[config.mk]
export PLATFORM = sky130hd
export DESIGN_NAME = rs_issue_sched_flat
export DESIGN_NICKNAME = d
export VERILOG_FILES = /design/src/rtl/rs_issue_sched_if.sv /design/src/rtl/rs_issue_sched.sv /design/src/flat_wrapper.sv
export SDC_FILE = /design/constraint.sdc
export NUM_CORES = 1
export LEC_CHECK = 0
export ABC_AREA = 1
export CAP_MARGIN = 20
export CORE_UTILIZATION = 40
export DETAILED_ROUTE_END_ITERATION = 6
export PLACE_DENSITY = 0.62
export RECOVER_POWER = 25
export SLEW_MARGIN = 30
export SYNTH_ARGS = -nofsm -noshare
export SYNTH_HDL_FRONTEND = slang
export SYNTH_SLANG_ARGS = --single-unit
[constraint.sdc]
create_clock -name clock -period 37.4 [get_ports clock]
set_input_delay 11.22 -clock clock [delete_from_list [all_inputs] [get_ports clock]]
set_output_delay 11.22 -clock clock [all_outputs]
set_load 0.05 [all_outputs]
[src/rtl/rs_issue_sched_if.sv]
// Handshake bundle between dispatch, the RS line array, the issue lanes and rs_issue_sched.
// The scheduler connects through the slave modport; the environment drives the master side.
interface rs_issue_sched_if #(
   parameter int RSLEN = 8,
   parameter int WAYS  = 3
);
   localparam int IDXW = $clog2(RSLEN);

   logic                   squash;
   logic [RSLEN-1:0]       line_busy;
   logic [RSLEN-1:0]       line_ready;
   logic [1:0]             dp_req_cnt;
   logic [WAYS-1:0]        fu_ready;
   logic [RSLEN-1:0]       line_enable;
   logic [WAYS-1:0]        alloc_valid;
   logic [WAYS*IDXW-1:0]   alloc_idx;
   logic [WAYS-1:0]        issue_valid;
   logic [WAYS*IDXW-1:0]   issue_idx;
   logic [RSLEN-1:0]       line_clear;
   logic [IDXW:0]          free_cnt;
   logic                   rs_full;

   modport master (
      output squash, line_busy, line_ready, dp_req_cnt, fu_ready,
      input  line_enable, alloc_valid, alloc_idx, issue_valid, issue_idx,
             line_clear, free_cnt, rs_full
   );

   modport slave (
      input  squash, line_busy, line_ready, dp_req_cnt, fu_ready,
      output line_enable, alloc_valid, alloc_idx, issue_valid, issue_idx,
             line_clear, free_cnt, rs_full
   );
endinterface

[src/rtl/rs_issue_sched.sv]
// Reservation-station sequencer: lowest-index allocation, round-robin issue with one-cycle grant latency.
// Define RS_STARVE_GUARD_EN to add per-line wait counters that give long-waiting lines priority.
module rs_issue_sched #(
   parameter int RSLEN        = 8,
   parameter int WAYS         = 3,
   parameter int STARVE_LIMIT = 15
) (
   input logic             clock,
   input logic             reset,
   rs_issue_sched_if.slave bus
);
   localparam int IDXW = $clog2(RSLEN);
   localparam int CNTW = IDXW + 1;

   if (RSLEN < 4 || (RSLEN & (RSLEN - 1)) != 0) begin : g_chk_rslen
      $error("rs_issue_sched: RSLEN must be a power of 2 and at least 4");
   end
   if (STARVE_LIMIT < 1 || STARVE_LIMIT > 15) begin : g_chk_limit
      $error("rs_issue_sched: STARVE_LIMIT must fit the 4-bit wait counter");
   end

   typedef enum logic {RUN = 1'b0, FLUSH = 1'b1} state_e;

   state_e               state_q, state_d;
   logic [IDXW-1:0]      rr_ptr_q, rr_ptr_d;
   // Grant mask of the previous cycle: it is both the clear pulse and the pending set.
   logic [RSLEN-1:0]     grant_q, grant_d;
   logic [WAYS-1:0]      iss_vld_q, iss_vld_d;
   logic [WAYS*IDXW-1:0] iss_idx_q, iss_idx_d;

   logic [CNTW-1:0]      free_cnt;
   logic [RSLEN-1:0]     cand, avail, line_clr;
   logic [IDXW-1:0]      pick, idx, last;
   logic                 found;
   int                   n_req, n_alloc, g;

`ifdef RS_STARVE_GUARD_EN
   logic [3:0]           wait_q [RSLEN];
   logic [3:0]           wait_d [RSLEN];
   logic [RSLEN-1:0]     starved;

   always_comb begin
      for (int i = 0; i < RSLEN; i++) starved[i] = (wait_q[i] >= 4'(STARVE_LIMIT));
   end
`endif

   always_comb begin
      state_d = state_q;
      case (state_q)
         RUN:     if (bus.squash) state_d = FLUSH;
         FLUSH:   state_d = bus.squash ? FLUSH : RUN;
         default: state_d = RUN;
      endcase
   end

   always_comb begin
      free_cnt = '0;
      for (int i = 0; i < RSLEN; i++) free_cnt = free_cnt + CNTW'(!bus.line_busy[i]);
   end

   always_comb begin
      bus.line_enable = '0;
      bus.alloc_valid = '0;
      bus.alloc_idx   = '0;
      n_req           = (int'(bus.dp_req_cnt) > WAYS) ? WAYS : int'(bus.dp_req_cnt);
      n_alloc         = (n_req > int'(free_cnt)) ? int'(free_cnt) : n_req;
      g               = 0;
      if (reset && state_q == RUN && !bus.squash) begin
         for (int i = 0; i < RSLEN; i++) begin
            if (!bus.line_busy[i] && g < n_alloc) begin
               bus.line_enable[i]            = 1'b1;
               bus.alloc_valid[g]            = 1'b1;
               bus.alloc_idx[g*IDXW +: IDXW] = IDXW'(i);
               g                             = g + 1;
            end
         end
      end
   end

   // Lanes are served in ascending order; each takes the next candidate in scan order.
   always_comb begin
      cand      = bus.line_busy & bus.line_ready & ~grant_q;
      avail     = cand;
      grant_d   = '0;
      iss_vld_d = '0;
      iss_idx_d = '0;
      last      = rr_ptr_q;
      found     = 1'b0;
      pick      = '0;
      idx       = '0;
      if (state_q == RUN && !bus.squash) begin
         for (int k = 0; k < WAYS; k++) begin
            found = 1'b0;
            pick  = '0;
            if (bus.fu_ready[k]) begin
`ifdef RS_STARVE_GUARD_EN
               for (int i = 0; i < RSLEN; i++) begin
                  if (!found && avail[i] && starved[i]) begin
                     found = 1'b1;
                     pick  = IDXW'(i);
                  end
               end
`endif
               for (int j = 0; j < RSLEN; j++) begin
                  idx = rr_ptr_q + IDXW'(j);
                  if (!found && avail[idx]) begin
                     found = 1'b1;
                     pick  = idx;
                  end
               end
               if (found) begin
                  avail[pick]                   = 1'b0;
                  grant_d[pick]                 = 1'b1;
                  iss_vld_d[k]                  = 1'b1;
                  iss_idx_d[k*IDXW +: IDXW]     = pick;
                  last                          = pick;
               end
            end
         end
      end
      if (bus.squash || state_q == FLUSH) rr_ptr_d = '0;
      else if (|grant_d)                  rr_ptr_d = last + 1'b1;
      else                                rr_ptr_d = rr_ptr_q;
   end

`ifdef RS_STARVE_GUARD_EN
   always_comb begin
      for (int i = 0; i < RSLEN; i++) begin
         if (state_q == FLUSH || bus.squash || grant_d[i] || line_clr[i]) wait_d[i] = '0;
         else if (cand[i] && wait_q[i] != 4'hF)                           wait_d[i] = wait_q[i] + 4'd1;
         else                                                              wait_d[i] = wait_q[i];
      end
   end

   always_ff @(posedge clock or negedge reset) begin
      if (!reset) for (int i = 0; i < RSLEN; i++) wait_q[i] <= '0;
      else        for (int i = 0; i < RSLEN; i++) wait_q[i] <= wait_d[i];
   end
`endif

   always_ff @(posedge clock or negedge reset) begin
      if (!reset) begin
         state_q   <= RUN;
         rr_ptr_q  <= '0;
         grant_q   <= '0;
         iss_vld_q <= '0;
         iss_idx_q <= '0;
      end else begin
         state_q   <= state_d;
         rr_ptr_q  <= rr_ptr_d;
         grant_q   <= grant_d;
         iss_vld_q <= iss_vld_d;
         iss_idx_q <= iss_idx_d;
      end
   end

   assign line_clr        = grant_q | {RSLEN{state_q == FLUSH}};
   assign bus.line_clear  = line_clr;
   assign bus.issue_valid = iss_vld_q;
   assign bus.issue_idx   = iss_idx_q;
   assign bus.free_cnt    = free_cnt;
   assign bus.rs_full     = (int'(free_cnt) < WAYS);
endmodule
[src/flat_wrapper.sv]
// flat-port wrapper written by rule: the top's interface ports become plain ports
module rs_issue_sched_flat 
#(
   parameter int RSLEN        = 8,
   parameter int WAYS         = 3,
   parameter int STARVE_LIMIT = 15
)
  (clock, reset, bus_squash, bus_line_busy, bus_line_ready, bus_dp_req_cnt, bus_fu_ready, bus_line_enable, bus_alloc_valid, bus_alloc_idx, bus_issue_valid, bus_issue_idx, bus_line_clear, bus_free_cnt, bus_rs_full);
  rs_issue_sched_if #(.RSLEN(RSLEN), .WAYS(WAYS)) bus_i ();
  input logic clock;
  input logic reset;
  input wire logic [$bits(bus_i.squash)-1:0] bus_squash;
  input wire logic [$bits(bus_i.line_busy)-1:0] bus_line_busy;
  input wire logic [$bits(bus_i.line_ready)-1:0] bus_line_ready;
  input wire logic [$bits(bus_i.dp_req_cnt)-1:0] bus_dp_req_cnt;
  input wire logic [$bits(bus_i.fu_ready)-1:0] bus_fu_ready;
  output wire logic [$bits(bus_i.line_enable)-1:0] bus_line_enable;
  output wire logic [$bits(bus_i.alloc_valid)-1:0] bus_alloc_valid;
  output wire logic [$bits(bus_i.alloc_idx)-1:0] bus_alloc_idx;
  output wire logic [$bits(bus_i.issue_valid)-1:0] bus_issue_valid;
  output wire logic [$bits(bus_i.issue_idx)-1:0] bus_issue_idx;
  output wire logic [$bits(bus_i.line_clear)-1:0] bus_line_clear;
  output wire logic [$bits(bus_i.free_cnt)-1:0] bus_free_cnt;
  output wire logic [$bits(bus_i.rs_full)-1:0] bus_rs_full;
  assign bus_i.squash = bus_squash;
  assign bus_i.line_busy = bus_line_busy;
  assign bus_i.line_ready = bus_line_ready;
  assign bus_i.dp_req_cnt = bus_dp_req_cnt;
  assign bus_i.fu_ready = bus_fu_ready;
  assign bus_line_enable = bus_i.line_enable;
  assign bus_alloc_valid = bus_i.alloc_valid;
  assign bus_alloc_idx = bus_i.alloc_idx;
  assign bus_issue_valid = bus_i.issue_valid;
  assign bus_issue_idx = bus_i.issue_idx;
  assign bus_line_clear = bus_i.line_clear;
  assign bus_free_cnt = bus_i.free_cnt;
  assign bus_rs_full = bus_i.rs_full;
  rs_issue_sched #(.RSLEN(RSLEN), .WAYS(WAYS), .STARVE_LIMIT(STARVE_LIMIT)) u_core (.clock(clock), .reset(reset), .bus(bus_i));
endmodule
## After elaboration in Yosys (flattened, before gate mapping)

Cells that the tools add are included.

- $add $sub $neg: 28
- $mul: 7
- Order comparisons: 38
- Shifts and indexed selects: 14
- Mux-type cells: 270
- Bitwise operators: 18
- Reduce and logical (&&, ||, !) cells: 75

Operators by type and width:

| operator | number |
|---|---|
| 32-bit 2-to-1 mux | 13 |
| 32-bit negator with 33-bit output | 7 |
| 3-bit by 33-bit variable shift with 9-bit output (first input constant) | 7 |
| 3-bit by 33-bit indexed part select with 9-bit output (first input constant) | 7 |
| 32-bit by 1-bit >= comparator with 1-bit output (second input constant) | 7 |
| 32-bit less-than comparator | 7 |
| 32-bit by 4-bit less-than comparator with 1-bit output (second input constant) | 7 |
| 32-bit by 3-bit multiplier with 32-bit output (second input constant) | 7 |
| 32-bit by 2-bit adder with 32-bit output (second input constant) | 6 |
| 3-bit 2-to-1 mux | 61 |
| 9-bit 2-to-1 mux | 15 |
| 8-bit 2-to-1 mux | 16 |
| 1-bit 2-to-1 mux | 123 |
| 1-bit binary-select mux with 3-bit select | 24 |
| 9-bit bitwise mux | 7 |
| 3-bit by 4-bit less-than comparator with 1-bit output (second input constant) | 11 |
| 1-bit logical AND | 42 |
| 8-bit AND | 4 |
| 1-bit by 32-bit less-than comparator with 1-bit output (first input constant) | 1 |
| 1-bit zero test | 30 |
| 4-bit by 1-bit adder with 4-bit output | 6 |
| 8-bit NOT | 3 |
| 8-bit OR | 3 |
| 3-bit OR | 6 |
| 15 further kinds | 30 |

- Register bits after elaboration: 24
- Output and inout bits: 45
- Word-level logic and storage cells: 455

## Longest topological paths before layout

- Word-level depth: 151
- Gate-level depth with buffers: 79
- Depth with buffers taken out: 79

## Worst setup path after synthesis

No wires, ideal clock.

- Kind: input to output
- Start point: input port bus_line_busy[0]
- End point: output port bus_alloc_idx[0]
- Arrival time: 24.810 ns
- Data required time: 26.180 ns
- Setup slack: 1.370 ns
- Cell stages on the path: 69
- Cells stage by stage: inv_1 ha_1 fa_1 fa_1 fa_1 inv_1 fa_1 xnor2_1 nor2_1 inv_1 o21ai_0 a21oi_1 nand2_1 inv_1 ha_1 ha_1 o21ai_1 and2_1 (+33 left out) xor2_1 inv_1 ha_1 fa_1 nand3_1 and2_1 xor2_1 nand2_1 nor3_1 ha_1 nor2_1 nand2_1 a32o_1 a21oi_1 nand2_1 inv_1 nand2_1 o21ai_0

- Longest elaborated chain between the ends: 44
- Elaborated cells on any way between the ends: 95
- Those cells by class: add/sub (20); mul (7); order compare (9); shift (14); mux (36); reduce/logical (9)

RTL lines:

| element | RTL line | source |
|---|---|---|
| from (decl) | flat_wrapper.sv:13 | `input wire logic [$bits(bus_i.line_busy)-1:0] bus_line_busy;` |
| 1-bit zero test (*) | rs_issue_sched.sv:58 | `for (int i = 0; i < RSLEN; i++) free_cnt = free_cnt + CNTW'(!bus.line_busy[i]);` |
| 1-bit by 1-bit adder with 2-bit output (*) | rs_issue_sched.sv:58 |  |
| 4-bit by 1-bit adder with 4-bit output (*) (6 in series) | rs_issue_sched.sv:58 |  |
| net bus_free_cnt[2] | flat_wrapper.sv:23 | `output wire logic [$bits(bus_i.free_cnt)-1:0] bus_free_cnt;` |
| 2-bit by 4-bit greater-than comparator with 1-bit output | rs_issue_sched.sv:66 | `n_alloc = (n_req > int'(free_cnt)) ? int'(free_cnt) : n_req;` |
| 4-bit 2-to-1 mux (*) | rs_issue_sched.sv:66 |  |
| 1-bit by 32-bit less-than comparator with 1-bit output | rs_issue_sched.sv:70 | `if (!bus.line_busy[i] && g < n_alloc) begin` |
| 1-bit logical AND | rs_issue_sched.sv:70 |  |
| (+24 left out) | n/a |  |
| 32-bit 2-to-1 mux | rs_issue_sched.sv:70 |  |
| 32-bit 2-to-1 mux | rs_issue_sched.sv:68 | `if (reset && state_q == RUN && !bus.squash) begin` |
| 32-bit by 3-bit multiplier with 32-bit output | rs_issue_sched.sv:73 | `bus.alloc_idx[g*IDXW +: IDXW] = IDXW'(i);` |
| 32-bit negator with 33-bit output | rs_issue_sched.sv:73 |  |
| 3-bit by 33-bit indexed part select with 9-bit output / 3-bit by 33-bit variable shift with 9-bit output (equally long branches) | rs_issue_sched.sv:73 |  |
| 9-bit bitwise mux | rs_issue_sched.sv:73 |  |
| 9-bit 2-to-1 mux (*) | rs_issue_sched.sv:70 |  |
| 9-bit 2-to-1 mux (*) | rs_issue_sched.sv:68 |  |
| to (decl) | flat_wrapper.sv:19 | `output wire logic [$bits(bus_i.alloc_idx)-1:0] bus_alloc_idx;` |

Mark *: on every way through the listed nets, which the timed path passes. The rest lies on a longest branch. The select of a mux whose other input is x is not followed.

## Worst setup path after layout

- Start point: input port bus_line_busy[0]
- End point: output port bus_alloc_idx[2]

- Longest elaborated chain between the ends: 44
- Elaborated cells on any way between the ends: 95
- Those cells by class: add/sub (20); mul (7); order compare (9); shift (14); mux (36); reduce/logical (9)

RTL lines:

| element | RTL line |
|---|---|
| 1-bit zero test (*) | rs_issue_sched.sv:58, rs_issue_sched.sv:70 |
| 1-bit by 1-bit adder with 2-bit output | rs_issue_sched.sv:58 |
| 4-bit by 1-bit adder with 4-bit output (6 in series) | rs_issue_sched.sv:58 |
| 2-bit by 4-bit greater-than comparator with 1-bit output | rs_issue_sched.sv:66 |
| 4-bit 2-to-1 mux | rs_issue_sched.sv:66 |
| 1-bit by 32-bit less-than comparator with 1-bit output | rs_issue_sched.sv:70 |
| 1-bit logical AND | rs_issue_sched.sv:70 |
| 1-bit 2-to-1 mux | rs_issue_sched.sv:70 |
| (+23 left out) | n/a |
| 32-bit 2-to-1 mux | rs_issue_sched.sv:70 |
| 32-bit 2-to-1 mux | rs_issue_sched.sv:68 |
| 32-bit by 3-bit multiplier with 32-bit output | rs_issue_sched.sv:73 |
| 32-bit negator with 33-bit output | rs_issue_sched.sv:73 |
| 3-bit by 33-bit indexed part select with 9-bit output / 3-bit by 33-bit variable shift with 9-bit output (equally long branches) | rs_issue_sched.sv:73 |
| 9-bit bitwise mux | rs_issue_sched.sv:73 |
| 9-bit 2-to-1 mux (*) | rs_issue_sched.sv:70 |
| 9-bit 2-to-1 mux (*) | rs_issue_sched.sv:68 |

Every way passes the cells marked *; elsewhere a longest branch is shown, timed or not. The select of a mux whose other input is x is not followed.

==> impl_metrics.ini <==
[synthesis]
synthSimpleGateAreaFrac_pct = 44.78
synthMuxAreaShare_pct = 0.6489
ys_ff_latch = 24
yosysTopAreaCell = nand2_1
synth_compound_area_share_pct = 11.99
synth_edf_count = 0
syn_area_um2 = 7712
yosysUniqueCellTypes = 56
synthCells = 1330
ys.flop_type = dfrtp_1
synth_area_leaders = nand2_1, ha_1, inv_1
synth_top_family_by_area = simple AND/OR/NAND/NOR gates
synth_xor_xnor_area_share_pct = 3.926
yosysSeqAreaShare_pct = 7.787
async_flop_share_pct = 100.0
synth-adder-area-share_pct = 18.36
yosysWarnings = 0
synth_area_per_cell_um2 = 5.799
synth_top_area_share_pct = 16.06

[drt]
wirelength_um = 26460
wl_per_cell_um = 15.90
ant_nets = 0
dr.pass1.iters = 6
via_per_inst = 5.381
remaining_drc_errors = 0
drt-initial-drc-count = 826
via_count = 8954

[sta]
finalSetupViolCount = 0
worst_pin_slew_ns = 1.283
relSlewSlack_pct = 14.49
rsz0062_at_grt = false
finalCriticalPeriod_ns = 36.22
final_max_slew_viol_count = 0
timing.final.hold_violations = 0
finalClockSkew_ns = 0.005816
fmax_ghz = 0.02761
worst_slack_ns = 1.182
finalSetupTns_ns = 0
timing.final.crit_share_pct = 96.84

[cts]
clock-root-buffer = clkbuf_16
htreeDepth = 1
cts_buffer_depth = 2
clk_latency_ns = 0.26
path_clk_slew_ns = 0.06
clock_sinks = 24
cts_tree = done
cts_buffers = 3
hold_buffers = 0

[setup_path]
reg2reg_slack_ns = 29.11
crit_top_cell = nand2_1
required_ns = 26.18
r2r_cells = 47
crit_path_max_fanout = 12
cpMaxStageDelayCell = fa_2
cp_slowest_stage_delay_ns = 0.63
crit_path_start_kind = input pin
worst_ep_arrival_time_ns = 25.00
r2r-end = u_core.rr_ptr_q[0]
r2r-start = u_core.rr_ptr_q[1]
crit_path_end_kind = primary output
crit_type = input pin to primary output

[floorplanning]
dieWidth_um = 140.9
pin_count = 69
die-area_um2 = 19840
die_y_um = 140.9
core_area_um2 = 18830
initial_core_util_pct = 40.96
rows = 50

[global_routing]
grt-ovfl-total = 0
grt_max_degree = 27
grt_pass1_wl_um = 41990
track_usage_pct = 26.46
antenna_found_initial = 0
grt_pass1_vias = 8210

[run]
cap_violations = 0

[cells_and_area]
mostFrequentLayoutCell = nand2_1
final_layout_size_suffix_gt1_share_pct = 8.405
num_antenna_cells = 0
num-nets-final = 1536
area_delta_synth_final_pct = 16.76
final_cell_mix = nand2_1, inv_1, nand3_1

[worst_hold_path]
hp-class = flip-flop to flip-flop
min_to = u_core.rr_ptr_q[0]
hold_depth = 3
timing.hold.worst.start = u_core.rr_ptr_q[0]

[placed_design]
gp_congestion = 0.9530
dp_slack_ns = 0.7874
place_hpwl_um = 21880
io_buffers = 68

[run_status]
outcome = finished clean
-- cells in the mapped netlist (all sizes together) (3+ instances only) --
| cell | n |
|---|---|
| a32o | 3 |
| o2111ai | 3 |
| nor2 | 165 |
| mux2i | 5 |
| buf | 11 |
| a41oi | 3 |
| o211ai | 9 |
| nand4 | 38 |
| nand3 | 164 |
| nand2 | 347 |
| inv | 232 |
| xnor2 | 10 |
| o21ai | 68 |
| nand3b | 4 |
| o21bai | 6 |
| ha | 98 |
| xor2 | 22 |
| nor3 | 22 |
| fa | 9 |
| nor4 | 7 |
| a31oi | 3 |
| clkbuf | 6 |
| a21oi | 44 |
| or2 | 5 |
| dfrtp | 24 |
-- per-stage QoR --
| step | std cells | instance area [µm²] | utilization, % | hold slack, ns |
|---|---|---|---|---|
| final | 1664 | 9005 | 47.82 | 0.7659 |
| after global routing | 1664 | 9005 | 47.82 | 0.7950 |
| after CTS | 1661 | 8934 | 47.44 | 0.7638 |
| after detailed placement | 1657 | 8828 | 46.88 | 0.7517 |
| after global placement | 1657 | 8822 | 46.85 | 0.7453 |
| after floorplan | 1337 | 7739 | - | 0.6567 |
-- state kept, by name (all words and copies together) (netlist names) --
signal	count
u_core.bus.issue_idx	9
u_core.bus.issue_valid	3
u_core.grant_q	8
u_core.rr_ptr_q	3
u_core.state_q	1
-- what timing repair did --
action                     CTS  global route
gates resized for setup      0            13
buffers inserted             0             3
setup endpoints to repair    0             9
-- critical path, delay by kind of cell --
kind | cells | cell delay (ns)
AOI/OAI and AO/OA | 10 | 1.64
xor gates and xnor gates | 4 | 0.83
buffers and inverters | 13 | 2.17
and+or+nand+nor | 27 | 3.03
adders and majority gates | 16 | 6.06
-- area by class of cell --
cell class / instances / area, µm²
clock buffers: 3 / 75.07
well taps: 260 / 325.3
inverters: 234 / 880.8
repair buffers: 80 / 857.1
fillers: 1976 / 9826
clock inverters: 1 / 30.03
multi-input cells: 1062 / 6236
flip-flops and latches: 24 / 600.6
-- worst max path at each step --
stage	startpoint	endpoint	slack, ns
finish	bus_line_busy[0]	bus_alloc_idx[2]	1.18
floorplan	bus_line_busy[0]	bus_alloc_idx[0]	1.37
global route	bus_line_busy[0]	bus_alloc_idx[2]	0.02
CTS	bus_line_busy[0]	bus_alloc_idx[2]	0.76
detailed placement	bus_line_busy[0]	bus_alloc_idx[2]	0.79
global placement	bus_line_busy[0]	bus_alloc_idx[2]	1.21
-- logic make-up (layout without fill, tap and decap cells) --
| logic type | after synthesis | after routing |
|---|---|---|
| other | 1 | 8 |
| AOI/OAI and AO/OA | 155 | 155 |
| DFF | 24 | 24 |
| adders and majority gates | 108 | 108 |
| buffers and inverters | 251 | 318 |
| and+or+nand+nor | 754 | 754 |
| xor gates and xnor gates | 32 | 32 |
| muxes | 5 | 5 |
-- routing by layer --
metal  vias up  wire length (µm)  track usage [%]
met1      4039             12490            38.21
met2       408             11120            41.35
met5         -                 0                0
li1       4461                 -                -
met3        46              2273            3.431
met4         0               571            6.407
Power is left out: the tool's default activity adds up to more than one toggle a clock period on the data nets, which glitch-free logic cannot reach.
